`src/rtl/au_pkg.sv`:
```
// -----------------------------------------------------------------------------
// au_pkg
//   Shared definitions for the 6-bit add/sub arithmetic unit and the blocks that
//   consume its results.
//   Contents:
//     AU_WIDTH                       datapath width of the AU sum
//     FLAG_Z/FLAG_N/FLAG_C/FLAG_V    bit positions inside au_flags_t
//     au_flags_t                     4-bit flag vector {V,C,N,Z}
// -----------------------------------------------------------------------------
package au_pkg;

  localparam int AU_WIDTH = 6;

  localparam int FLAG_Z = 0;
  localparam int FLAG_N = 1;
  localparam int FLAG_C = 2;
  localparam int FLAG_V = 3;

  typedef logic [3:0] au_flags_t;

endpackage : au_pkg

```
`src/rtl/au_flag_calc.sv`:
```
// -----------------------------------------------------------------------------
// au_flag_calc
//   Purely combinational derivation of the Z/N/C/V flags for one AU result.
//   Reusable by any consumer of the AU output.
//   Ports:
//     sum    in   WIDTH  AU sum
//     cout   in   1      carry out of the MSB stage (for subtract: 1 = no borrow)
//     sub    in   1      subtract select used for this result
//     a_msb  in   1      MSB of operand a
//     b_msb  in   1      MSB of operand b before inversion
//     flags  out  4      {V,C,N,Z}
// -----------------------------------------------------------------------------
module au_flag_calc
  import au_pkg::*;
#(
  parameter int WIDTH = AU_WIDTH
) (
  input  logic [WIDTH-1:0] sum,
  input  logic             cout,
  input  logic             sub,
  input  logic             a_msb,
  input  logic             b_msb,
  output au_flags_t        flags
);

  always_comb begin
    flags         = '0;
    flags[FLAG_Z] = (sum == '0);
    flags[FLAG_N] = sum[WIDTH-1];
    flags[FLAG_C] = cout;
    // The adder sees b inverted when subtracting, so the effective b sign is
    // b_msb ^ sub. Overflow: both effective operands share a sign and the
    // result sign differs from it.
    flags[FLAG_V] = (a_msb == (b_msb ^ sub)) && (sum[WIDTH-1] != a_msb);
  end

endmodule : au_flag_calc

```
`src/rtl/au_result_stage.sv`:
```
// -----------------------------------------------------------------------------
// au_result_stage
//   Registered result stage behind the combinational add/sub AU. Computes the
//   flags at push time and buffers {sum, flags} in a DEPTH-entry FIFO.
//   Optional feature macro: AU_RESULT_STICKY_EN (sticky overflow flag).
//   Ports:
//     clk         in   1      clock, rising edge
//     rst_n       in   1      asynchronous active-low reset
//     in_valid    in   1      AU result presented
//     in_ready    out  1      stage can accept (count < DEPTH)
//     in_sum      in   WIDTH  AU sum
//     in_cout     in   1      AU carry out
//     in_sub      in   1      AU subtract select
//     in_a_msb    in   1      MSB of operand a
//     in_b_msb    in   1      MSB of operand b before inversion
//     out_valid   out  1      head entry valid
//     out_ready   in   1      consumer accepts head entry
//     out_sum     out  WIDTH  head result (holds last value when empty)
//     out_flags   out  4      {V,C,N,Z} of head (holds last value when empty)
//     sticky_v    out  1      sticky overflow       (AU_RESULT_STICKY_EN only)
//     clr_sticky  in   1      clear sticky overflow (AU_RESULT_STICKY_EN only)
//
// Handshake: a transfer happens on a rising edge where valid && ready are both
// high. in_ready depends only on registered count (no path from out_ready), so
// a full FIFO refuses a push even when a pop happens in the same cycle.
// Producers hold in_* stable while in_valid && !in_ready; out_* stay stable
// while out_valid && !out_ready.
// -----------------------------------------------------------------------------
module au_result_stage
  import au_pkg::*;
#(
  parameter int WIDTH = AU_WIDTH,
  parameter int DEPTH = 2
) (
  input  logic             clk,
  input  logic             rst_n,
  input  logic             in_valid,
  output logic             in_ready,
  input  logic [WIDTH-1:0] in_sum,
  input  logic             in_cout,
  input  logic             in_sub,
  input  logic             in_a_msb,
  input  logic             in_b_msb,
`ifdef AU_RESULT_STICKY_EN
  output logic             sticky_v,
  input  logic             clr_sticky,
`endif
  output logic             out_valid,
  input  logic             out_ready,
  output logic [WIDTH-1:0] out_sum,
  output au_flags_t        out_flags
);

  localparam int PTR_W = $clog2(DEPTH);
  localparam int CNT_W = PTR_W + 1;
  localparam logic [CNT_W-1:0] DEPTH_C = CNT_W'(DEPTH);

  logic [WIDTH-1:0] mem_sum   [DEPTH];
  au_flags_t        mem_flags [DEPTH];

  logic [PTR_W-1:0] wr_ptr;
  logic [PTR_W-1:0] rd_ptr;
  logic [CNT_W-1:0] count;

  logic [PTR_W-1:0] rd_ptr_nxt;
  logic [CNT_W-1:0] count_nxt;
  logic             push;
  logic             pop;
  au_flags_t        in_flags;

  au_flag_calc #(.WIDTH(WIDTH)) u_flag_calc (
    .sum   (in_sum),
    .cout  (in_cout),
    .sub   (in_sub),
    .a_msb (in_a_msb),
    .b_msb (in_b_msb),
    .flags (in_flags)
  );

  assign in_ready  = (count != DEPTH_C);
  assign out_valid = (count != '0);
  assign push      = in_valid && in_ready;
  assign pop       = out_valid && out_ready;

  always_comb begin
    rd_ptr_nxt = pop ? rd_ptr + 1'b1 : rd_ptr;
    count_nxt  = count;
    case ({push, pop})
      2'b10:   count_nxt = count + 1'b1;
      2'b01:   count_nxt = count - 1'b1;
      default: count_nxt = count;
    endcase
  end

  // Storage has no reset; only entries between rd_ptr and wr_ptr are ever read.
  always_ff @(posedge clk) begin
    if (push) begin
      mem_sum[wr_ptr]   <= in_sum;
      mem_flags[wr_ptr] <= in_flags;
    end
  end

  always_ff @(posedge clk or negedge rst_n) begin
    if (!rst_n) begin
      wr_ptr <= '0;
      rd_ptr <= '0;
      count  <= '0;
    end else begin
      if (push) wr_ptr <= wr_ptr + 1'b1;
      rd_ptr <= rd_ptr_nxt;
      count  <= count_nxt;
    end
  end

  // Output register tracks the head entry for the next cycle. When the new
  // head slot is the one being written right now, its data comes straight
  // from the input. When the FIFO goes empty the register simply holds.
  always_ff @(posedge clk or negedge rst_n) begin
    if (!rst_n) begin
      out_sum   <= '0;
      out_flags <= '0;
    end else if (count_nxt != '0) begin
      if (push && (wr_ptr == rd_ptr_nxt)) begin
        out_sum   <= in_sum;
        out_flags <= in_flags;
      end else begin
        out_sum   <= mem_sum[rd_ptr_nxt];
        out_flags <= mem_flags[rd_ptr_nxt];
      end
    end
  end

`ifdef AU_RESULT_STICKY_EN
  // Setting has priority over clearing in the same cycle.
  always_ff @(posedge clk or negedge rst_n) begin
    if (!rst_n) begin
      sticky_v <= 1'b0;
    end else if (push && in_flags[FLAG_V]) begin
      sticky_v <= 1'b1;
    end else if (clr_sticky) begin
      sticky_v <= 1'b0;
    end
  end
`endif

endmodule : au_result_stage

```
`config.mk`:
```
export PLATFORM = sky130hd
export DESIGN_NAME = au_result_stage
export DESIGN_NICKNAME = d
export VERILOG_FILES = /design/src/rtl/au_pkg.sv /design/src/rtl/au_flag_calc.sv /design/src/rtl/au_result_stage.sv
export SDC_FILE = /design/constraint.sdc
export NUM_CORES = 1
export LEC_CHECK = 0
export ABC_AREA = 1
export CAP_MARGIN = 25
export CORE_UTILIZATION = 55
export CTS_CLUSTER_SIZE = 8
export DETAILED_ROUTE_END_ITERATION = 12
export GPL_TIMING_DRIVEN = 0
export PLACE_DENSITY = 0.89
export SKIP_LAST_GASP = 1
export SLEW_MARGIN = 20
export SYNTH_ARGS = -nofsm -noshare
export SYNTH_HDL_FRONTEND = slang
export SYNTH_SLANG_ARGS = --single-unit
export TNS_END_PERCENT = 50
```
`constraint.sdc`:
```
create_clock -name clk -period 2.8 [get_ports clk]
set_clock_uncertainty 0.15 [all_clocks]
set_input_delay 0.28 -clock clk [delete_from_list [all_inputs] [get_ports clk]]
set_output_delay 0.28 -clock clk [all_outputs]
set_load 0.1 [all_outputs]
```
* Yosys cells after proc, flatten, opt, wreduce, memory -nomap -nowiden
Memory sizes are Yosys's and may differ from the RTL's. A register that Yosys moved wholly into a read port is not among the register bits.
Cells that the tools add are included.
** Cells by class
- $add $sub $neg :: 4
- Equal/unequal tests :: 5
- Multiplexer cells :: 4
- Bitwise logic cells :: 1
- Reductions and logical operators :: 8
** Operator list (count)
- $logic_not A6 Y1 :: 1
- $pmux W2 S2 :: 1
- $reduce_bool A2 Y1 :: 2
- $logic_and A1 B1 Y1 :: 3
- $mux W1 :: 3
- $add A1 B1 Y1 const B :: 2
- $add A2 B1 Y2 const B :: 1
- $eq A2 B1 Y1 const B :: 1
- $eq A2 B2 Y1 const B :: 1
- $logic_not A1 Y1 :: 2
- $ne A2 B2 Y1 const B :: 1
- $sub A2 B1 Y2 const B :: 1
- $eq A1 B1 Y1 :: 1
- $ne A1 B1 Y1 :: 1
- $xor A1 B1 Y1 :: 1
** Storage, ports and cells
- Flip-flop bits (word level) :: 4
- RAM bits :: 20
- Bits of input ports :: 14
- Output and inout port bits :: 12
- Logic and storage cells :: 27
- Memories kept :: 2
** Memory list
- mem_sum :: words 2, width 6, rd ports 1, clocked after Yosys merged registers in 1, write ports 1, RTL line au_result_stage.sv:58 : logic [WIDTH-1:0] mem_sum [DEPTH];
- mem_flags :: words 2, width 4, rd ports 1, clocked after Yosys merged registers in 1, write ports 1, RTL line au_result_stage.sv:59 : au_flags_t mem_flags [DEPTH];

* Depth between registers and ports, before layout
Gate-level depths: netlist of the first run.
- Depth in word-level cells :: 5
- Gate-level depth with buffers :: 12

* Cells and area by module
A second synthesis of the first run with hierarchy kept.
** Unflattened totals
- Cell total of the unflattened synthesis :: 205
- Area total of the unflattened synthesis :: 1727.9 sq um
** Modules (own cells, without submodules)
- au_result_stage :: times used 1, cells each 185, area an instance 1640.3 sq um
- au_flag_calc :: times used 1, cells each 20, area an instance 87.6 sq um

* Least setup slack after synthesis of the first run
Ideal clock, no wire load.
- Path kind :: register to register
- From :: reg count[0]
- To :: reg out_sum[5], read port of mem_sum
- Setup time :: 0.120 ns
- Arrival :: 2.249 ns
- Required time :: 2.530 ns
- Path slack :: 0.281 ns
- Cell stages (with the launch flop) :: 13
- Buffers on the path :: 0
- Path through :: dfrtp_1 > inv_2 > nand2_1 > nand2_2 > ha_1 > inv_1 > nand3_2 > nand2_2 > nand2_4 > nor2_8 > inv_4 > nand3_1 > nand2_1
** On the way
- Word-level cells in the longest chain between the ends :: 5
- Elaborated cells on any way between the ends :: 11
- Those cells by class :: add/sub (2); eq/ne (3); mux (2); reduce/logical (4)
** RTL lines
- from (decl) :: RTL line au_result_stage.sv:63 : logic [CNT_W-1:0] count;
- from (signal assigned) :: RTL line au_result_stage.sv:111 : count <= count_nxt;
- $ne A2 B2 Y1 * :: RTL line au_result_stage.sv:80 : assign in_ready = (count != DEPTH_C);
- named net in_ready :: RTL line au_result_stage.sv:38 : output logic in_ready,
- $logic_and A1 B1 Y1 * :: RTL line au_result_stage.sv:82 : assign push = in_valid && in_ready;
- $eq A2 B1 Y1 / $eq A2 B2 Y1 (equally long branches) :: RTL line au_result_stage.sv:88 : case ({push, pop})
- $pmux W2 S2 * :: RTL line au_result_stage.sv:88
- named net count_nxt[1] :: RTL line au_result_stage.sv:66 : logic [CNT_W-1:0] count_nxt;
- $reduce_bool A2 Y1 * :: RTL line au_result_stage.sv:122 : end else if (count_nxt != '0) begin
- to (decl) :: RTL line au_result_stage.sv:50 : output logic [WIDTH-1:0] out_sum,
The timed path passes the listed nets; every way through them passes the cells marked *.
A chain may end at the register's enable or synchronous reset.

* Final worst setup path of the first run
- From :: reg count[0]
- To :: out in_ready
** On the way
- Word-level cells in the longest chain between the ends :: 1
** RTL lines (RTL line)
- $ne A2 B2 Y1 :: au_result_stage.sv:80
- to (decl) :: au_result_stage.sv:38
Every way passes these cells.

==> results.cfg, run 1 <==
[status]
status = complete, no violations

[finish]
diodes = 0
fillCellCount = 219
layout-drive-gt1-share = 0.112
fin_util = 0.703
num-nets-final = 229
area_delta_synth_final_pct = 21.9

[setup_path]
cp_cell_sequence = inv_2 -> nand2_1 -> clkdlybuf4s50_1
crit_type = reg2out
reg2reg_depth = 11
r2r_start = count[0]
cp_max_fo = 5
cp.arrival_ns = 2.06
cp_slowest_cell = clkdlybuf4s50_1
crit_required_ns = 2.37
reg2reg_to = out_sum[0]
critical-path-max-stage-delay_ns = 1.13
reg2reg_slack_ns = 0.75
cp_num_buf_inv = 2
cp_top_family = buffers and inverters
startpoint_type = register
worstSetupEndpointType = primary output

[logic_synthesis]
synth-edff-count = 18
seq_area_frac_synth = 0.544
yosys.area.top_type = edfxtp_1
synthFlopType = edfxtp_1
synth_cells = 182
synth-async-reset-ratio = 0.419
synth_common_cells = nand2_1, inv_1, nand3_1
netlist.area_leader.share = 0.340
avgSynthCellArea_sq_um = 8.74
netlist_top_cells_area = edfxtp_1, dfrtp_1, nand2_1
ys_warn_count = 0
yosysMostFrequentCell = nand2_1
synth_nets = 197
netlist_area_sq_mm = 0.00159
ys_seq_elements = 31
synth_cell_types = 22

[timing]
setup_viol_count_final = 0
worstMarginPinSlew_ns = 0.974
rsz0062_at_grt = no
period_needed_ns = 2.49
max_freq_mhz = 402
setup_tns_ns = 0
period_share = 0.889
slew_violations = 0
finalHoldViolCount = 0
slew_headroom = 0.348
hold_ws_ns = 0.168

[cts]
cts_resized = 0
insertion_delay_ns = 0.34
cts.sinks = 31
hold_buffers = 0
cts_setup_buffers = 0
numCtsBuffers = 5
clock-root-buffer = clkbuf_4
cts_tree = yes
clkTransAtPathRegs_ns = 0.09
h-tree-depth = 2
clock_path_buffers = 2

[routing]
viasPerCell = 4.94
initialDrtViolationCount = 45
totalWireLength_mm = 2.89
drt_first_pass_iters = 4
wl_per_cell_microns = 11.7
ant_nets = 0
vias = 1216
drc = 0

[floorplan]
io_pins = 26
start_util = 0.577
dieArea_sq_mm = 0.00311
die_h_microns = 55.8
core_sq_mm = 0.00276
row_count = 19
die_w_microns = 55.8

[global_routing]
grt_pass1_wl_mm = 4.89
grt_overflow = 0
grt_usage = 0.215
grt_antenna_before_repair = 0
grt_max_degree = 14
grt_pass1_vias = 1085

[placement]
gp_congestion = 0.762
hpwl_mm = 2.07
port_buffers = 25

[worst_hold_path]
hold_class = in2async

[job]
cap_violations = 0
## cell families after synthesis
kind of cell | count (synthesis) | synth area share
buffers and inverters | 40 | 0.108
xor gates and xnor gates | 3 | 0.0165
AOI/OAI and AO/OA | 1 | 0.00314
DFF | 31 | 0.544
adders and majority gates | 1 | 0.00787
and+or+nand+nor | 106 | 0.320
## routing by layer
metal | track usage | wire length (microns) | vias up
li1 | - | - | 627
met3 | 0.0698 | 149 | 10
met1 | 0.272 | 1200 | 542
met4 | 0.100 | 79 | 0
met5 | 0 | 0 | -
met2 | 0.337 | 1460 | 37
## how the worst max path moves through the flow
| stage | cells past startpoint | end | start |
|---|---|---|---|
| final | 3 | in_ready | count[0] |
| after global routing | 3 | in_ready | count[0] |
| after CTS | 3 | in_ready | count[0] |
| after detailed placement | 12 | out_sum[4] | out_ready |
| after global placement | 12 | out_flags[2] | out_ready |
| after floorplan | 12 | out_sum[5] | count[0] |
## layout make-up
type / instances / area [sq um] / area share
multi-input cells: 111 / 553 / 0.285
clock inverters: 1 / 3.75 / 0.00194
well taps: 31 / 38.8 / 0.0200
inverters: 37 / 141 / 0.0730
plain buffers: 3 / 30.0 / 0.0155
repair buffers: 25 / 250 / 0.129
clock buffers: 7 / 55.1 / 0.0284
flip-flops and latches: 31 / 866 / 0.447
## stage by stage
stage	instance area (sq um)	setup slack, ns	cells
2_1_floorplan	1590	0.281	182
6_report	1940	0.310	246
4_1_cts	1940	0.313	246
3_5_place_dp	1880	0.489	238
3_3_place_gp	1880	0.525	238
5_1_grt	1940	0.220	246
## cells in the final DEF (no fill, tap or decap), drive strengths merged
cell,synthesis,final
or2,1,1
xor2,2,2
buf,3,3
inv,37,37
nand3,26,26
dfrtp,13,13
clkbuf,0,7
edfxtp,18,18
o21ai,1,1
xnor2,1,1
nand2,69,69
ha,1,1
clkinv,0,1
clkdlybuf4s50,0,25
nor2,8,8
nand4,1,1
nand3b,1,1
## registers in the layout (all words and copies together) (netlist names)
register / count
count: 2
mem_flags: 8
mem_sum: 10
out_flags: 3
out_sum: 6
rd_ptr: 1
wr_ptr: 1
## worst register-to-register path, cell delays in order, from the launching register on
cell and delay (ns):
dfrtp_1 0.45, o21ai_1 0.22, inv_1 0.07, ha_1 0.30
inv_1 0.10, nand3_2 0.08, nand2_2 0.07, nand2_4 0.07
nor2_8 0.17, inv_4 0.09, nand3_1 0.11, nand2_1 0.07
Power of run 1 is not shown: default switching activity piles up to over one toggle a cycle in this logic, so the estimate is an artifact.
==> run 2, diff against run 1 <==
CORE_UTILIZATION = 47   (was 55)
PLACE_DENSITY = 0.81   (was 0.89)
clock period = 2 ns   (was 2.8 ns; I/O delays follow)
==> run 2 against run 1 <==
Net effect:
- worst hold slack got worse by 0.063 ns
- critical endpoint is now out_valid
- global-route usage decreased by 2.0 points
- routed wire length grew 1.5%
- die area is 16% higher
- cell count is 7.3% higher
==> results.cfg, run 2 (synthesized netlist as in run 1, its figures left out) <==
[routing]
viasPerCell = 4.67
totalWireLength_mm = 2.93
drc = 0
drt_first_pass_iters = 4
ant_nets = 0
initialDrtViolationCount = 72
wl_per_cell_microns = 11.1
vias = 1234

[setup_path]
critical-path-max-stage-delay_ns = 0.56
startpoint_type = register
cp_max_fo = 3
crit_required_ns = 1.65
crit_type = reg2out
cp_top_family = buffers and inverters
cp_num_buf_inv = 3
cp_slowest_cell = clkdlybuf4s15_2
worstSetupEndpointType = primary output
cp.arrival_ns = 1.62
reg2reg_depth = 10
cp.depth = 4
cp_cell_sequence = buf_4 -> inv_1 -> nand2_2 -> clkdlybuf4s15_2

[timing]
worstMarginPinSlew_ns = 0.965
slew_headroom = 0.356
rsz0062_at_grt = yes
slew_violations = 0
period_share = 0.983
finalHoldViolCount = 0
max_freq_mhz = 508
setup_viol_count_final = 0
period_needed_ns = 1.97

[cts]
cts_tree = yes
numCtsBuffers = 5
clkTransAtPathRegs_ns = 0.09
clock_path_buffers = 2
h-tree-depth = 2
insertion_delay_ns = 0.33
cts.sinks = 31
clock-root-buffer = clkbuf_4

[global_routing]
grt_max_degree = 14
grt_overflow = 0
grt_pass1_vias = 1194
grt_usage = 0.195
grt_pass1_wl_mm = 5.04
grt_antenna_before_repair = 0

[worst_hold_path]
hold_class = in2async

[floorplan]
dieArea_sq_mm = 0.00362
io_pins = 26
row_count = 20
die_h_microns = 60.2
die_w_microns = 60.2
core_sq_mm = 0.00313
start_util = 0.508

[finish]
final_cell_mix = nand2_1, inv_1, nand3_1
area_delta_synth_final_pct = 27.7
num-nets-final = 234
top_register = mem_sum
multi_input_area_sq_um = 596
fin_area_sq_mm = 0.00203
fin_util = 0.649
final-seq-area_sq_um = 868
reg.largest.list = mem_sum x10, mem_flags x8, out_sum x6
layout-drive-gt1-share = 0.177
layout_commonest_cell = nand2_1
largest_reg_flops = 10
diodes = 0
fillCellCount = 264

[job]
cap_violations = 0

[status]
status = complete, no violations

[placement]
port_buffers = 25
gp_congestion = 0.777
postPlaceCellArea_sq_mm = 0.00191
hpwl_mm = 2.07
run 2: path summary, 6_finish.rpt:
check	start	end	slack, ns
worst max register to register	count[0]	out_sum[4]	0.05
min in group clk	out_sum[1]	out_sum[1]	0.33
worst max-delay path	count[1]	out_valid	0.03
worst min register to register	out_sum[1]	out_sum[1]	0.33
max in group asynchronous	rst_n	count[1]	1.16
worst min-delay path	rst_n	out_sum[4]	0.11
run 2: cell type report:
cell class,instances,share of cell area
sequential,31,0.428
multi-input combinational,111,0.293
timing repair buffer,30,0.141
inverter,37,0.0721
tap,44,0.0271
clock buffer,8,0.0240
buffer,3,0.0148
run 2: what timing repair did:
| action | in CTS | in global routing |
|---|---|---|
| pin swaps | 0 | 2 |
| buffers inserted | 0 | 5 |
| gates resized for setup | 15 | 12 |
| endpoints found under the setup margin | 21 | 22 |
| hold buffers | 0 | 0 |
| gates cloned | 0 | 0 |
run 2: metal layers:
metal | share of wire | wire length, microns | global-route usage | vias to the layer above
met5 | 0 | 0 | 0 | -
met4 | 0.014 | 42 | 0.0897 | 0
met3 | 0.046 | 136 | 0.0498 | 6
met2 | 0.51 | 1500 | 0.328 | 31
met1 | 0.43 | 1250 | 0.231 | 561
li1 | - | - | - | 636
run 2: per-stage QoR:
| stage | setup WS [ns] | cells | setup TNS (ns) | hold WS (ns) |
|---|---|---|---|---|
| after global placement | -0.199 | 251 | -1.86 | 0.314 |
| after detailed placement | -0.232 | 251 | -2.19 | 0.315 |
| after global routing | -0.0532 | 264 | -0.380 | 0.128 |
| final | 0.0331 | 264 | 0 | 0.106 |
| after CTS | -0.166 | 259 | -1.40 | 0.118 |
| after floorplan | 0.0395 | 182 | 0 | -0.246 |
run 2: worst register-to-register path, cell delays in order (launching register included):
cell and delay (ns):
dfrtp_2 0.47, o21ai_2 0.21, inv_2 0.07, ha_4 0.15, or2_4 0.23, nand4_2 0.09, nand2_4 0.08, nor2_8 0.17
inv_6 0.07, nand3_1 0.10, nand2_1 0.05
Power of run 2 is left out for the same reason.
==> run 3, diff against run 2 <==
SKIP_LAST_GASP = default   (was 1)
==> run 3 against run 2 <==
Net effect:
- non-clock buffer count grew 1
- utilization grew 0.56 points
- cell count grew 0.38%
- highest routed layer unchanged
==> results.cfg, run 3 (synthesized netlist as in run 1, its figures left out) <==
[status]
status = complete, no violations

[finish]
area_delta_synth_final_pct = 28.8
final_cell_mix = nand2_1, inv_1, nand3_1
reg.largest.list = mem_sum x10, mem_flags x8, out_sum x6
top_register = mem_sum
num-nets-final = 235
diodes = 0
fillCellCount = 258
layout-drive-gt1-share = 0.195
fin_area_sq_mm = 0.00205
layout_commonest_cell = nand2_1
finalNonFillerCells = 265
final-seq-area_sq_um = 868
multi_input_area_sq_um = 622
fin_util = 0.655
largest_reg_flops = 10

[routing]
viasPerCell = 4.68
drc = 0
vias = 1240
wl_met3_microns = 113
dr.max_layer_used = met4
drt_first_pass_iters = 5
initialDrtViolationCount = 79
routedLengthMet1_mm = 1.30
wl_per_cell_microns = 11.6
dr_wl_met2_mm = 1.63
totalWireLength_mm = 3.07
ant_nets = 0

[timing]
slew_violations = 0
slew_headroom = 0.362
setup_viol_count_final = 0
max_freq_mhz = 519
worstMarginPinSlew_ns = 0.961
finalHoldViolCount = 0
period_needed_ns = 1.93
rsz0062_at_grt = no
period_share = 0.963

[global_routing]
grt_pass1_vias = 1195
grt_max_degree = 14
grt_overflow = 0
grt_usage = 0.198
grt_pass1_wl_mm = 5.13
grt_antenna_before_repair = 0

[floorplan]
dieArea_sq_mm = 0.00362
io_pins = 26
start_util = 0.508
row_count = 20
die_h_microns = 60.2
die_w_microns = 60.2
core_sq_mm = 0.00313

[placement]
hpwl_mm = 2.07
postPlaceCellArea_sq_mm = 0.00191
gp_congestion = 0.777
port_buffers = 25
dp.cells = 251

[setup_path]
cp_cell_sequence = o21ai_4 -> inv_2 -> ha_4 -> or2_4 -> nand4_4 -> nand2_4 -> nor2_8 -> inv_6 -> nand3_1 -> nand2_1
reg2reg_slack_ns = 0.07
cp.arrival_ns = 1.98
crit_type = reg2reg
cp_max_fo = 9
critical-path-max-stage-delay_ns = 0.48
crit_required_ns = 2.06
worstSetupEndpointType = register
cp_slowest_cell = dfrtp_2
startpoint_type = register

[job]
cap_violations = 0

[cts]
cts.sinks = 31
insertion_delay_ns = 0.32
clkTransAtPathRegs_ns = 0.10
h-tree-depth = 2
clock-root-buffer = clkbuf_4
clock_path_buffers = 2
cts_tree = yes
numCtsBuffers = 5

[worst_hold_path]
hold_class = in2async
## run 3: area by class of cell
type                       instances  area share
tap                               44      0.0269
inverter                          37      0.0715
buffer                             3      0.0147
timing repair buffer              31       0.136
sequential                        31       0.424
multi-input combinational        111       0.304
clock buffer                       8      0.0238
## run 3: what timing repair did
item | CTS | global route
hold endpoints to repair | 0 | 0
hold buffers | 0 | 0
pin swaps | 1 | 2
gates resized for setup | 20 | 15
setup buffers | 0 | 6
setup endpoints to repair | 21 | 19
## run 3: per-stage QoR
stage | setup WS (ns) | hold slack (ns) | TNS (ns)
after global placement | -0.199 | 0.314 | -1.86
final | 0.0740 | 0.108 | 0
after detailed placement | -0.232 | 0.315 | -2.19
after floorplan | 0.0395 | -0.246 | 0
after CTS | -0.0423 | 0.118 | -0.264
after global routing | 0.00585 | 0.136 | 0
## run 3: layer usage
layer / track usage / up-vias
li1: - / 639
met1: 0.235 / 569
met2: 0.336 / 28
met3: 0.0498 / 4
met4: 0.0897 / 0
met5: 0 / -
## run 3: worst paths after layout
kind                              end  cells after the start       start
hold reg to reg            out_sum[0]                      2  out_sum[0]
max in group asynchronous    count[0]                      1       rst_n
setup reg to reg           out_sum[0]                     10    count[1]
min in group clk           out_sum[0]                      2  out_sum[0]
setup / recovery           out_sum[0]                     10    count[1]
hold / removal             out_sum[4]                      1       rst_n
## run 3: critical path: cells and delay by family, from the launching register on
family | cells | cell delay (ns)
AO/OA/AOI/OAI | 1 | 0.18
adder cells (fa/ha/maj) | 1 | 0.15
buffers and inverters | 2 | 0.13
flip-flops | 1 | 0.48
AND/OR/NAND/NOR | 6 | 0.71
Power of run 3 is left out for the same reason.
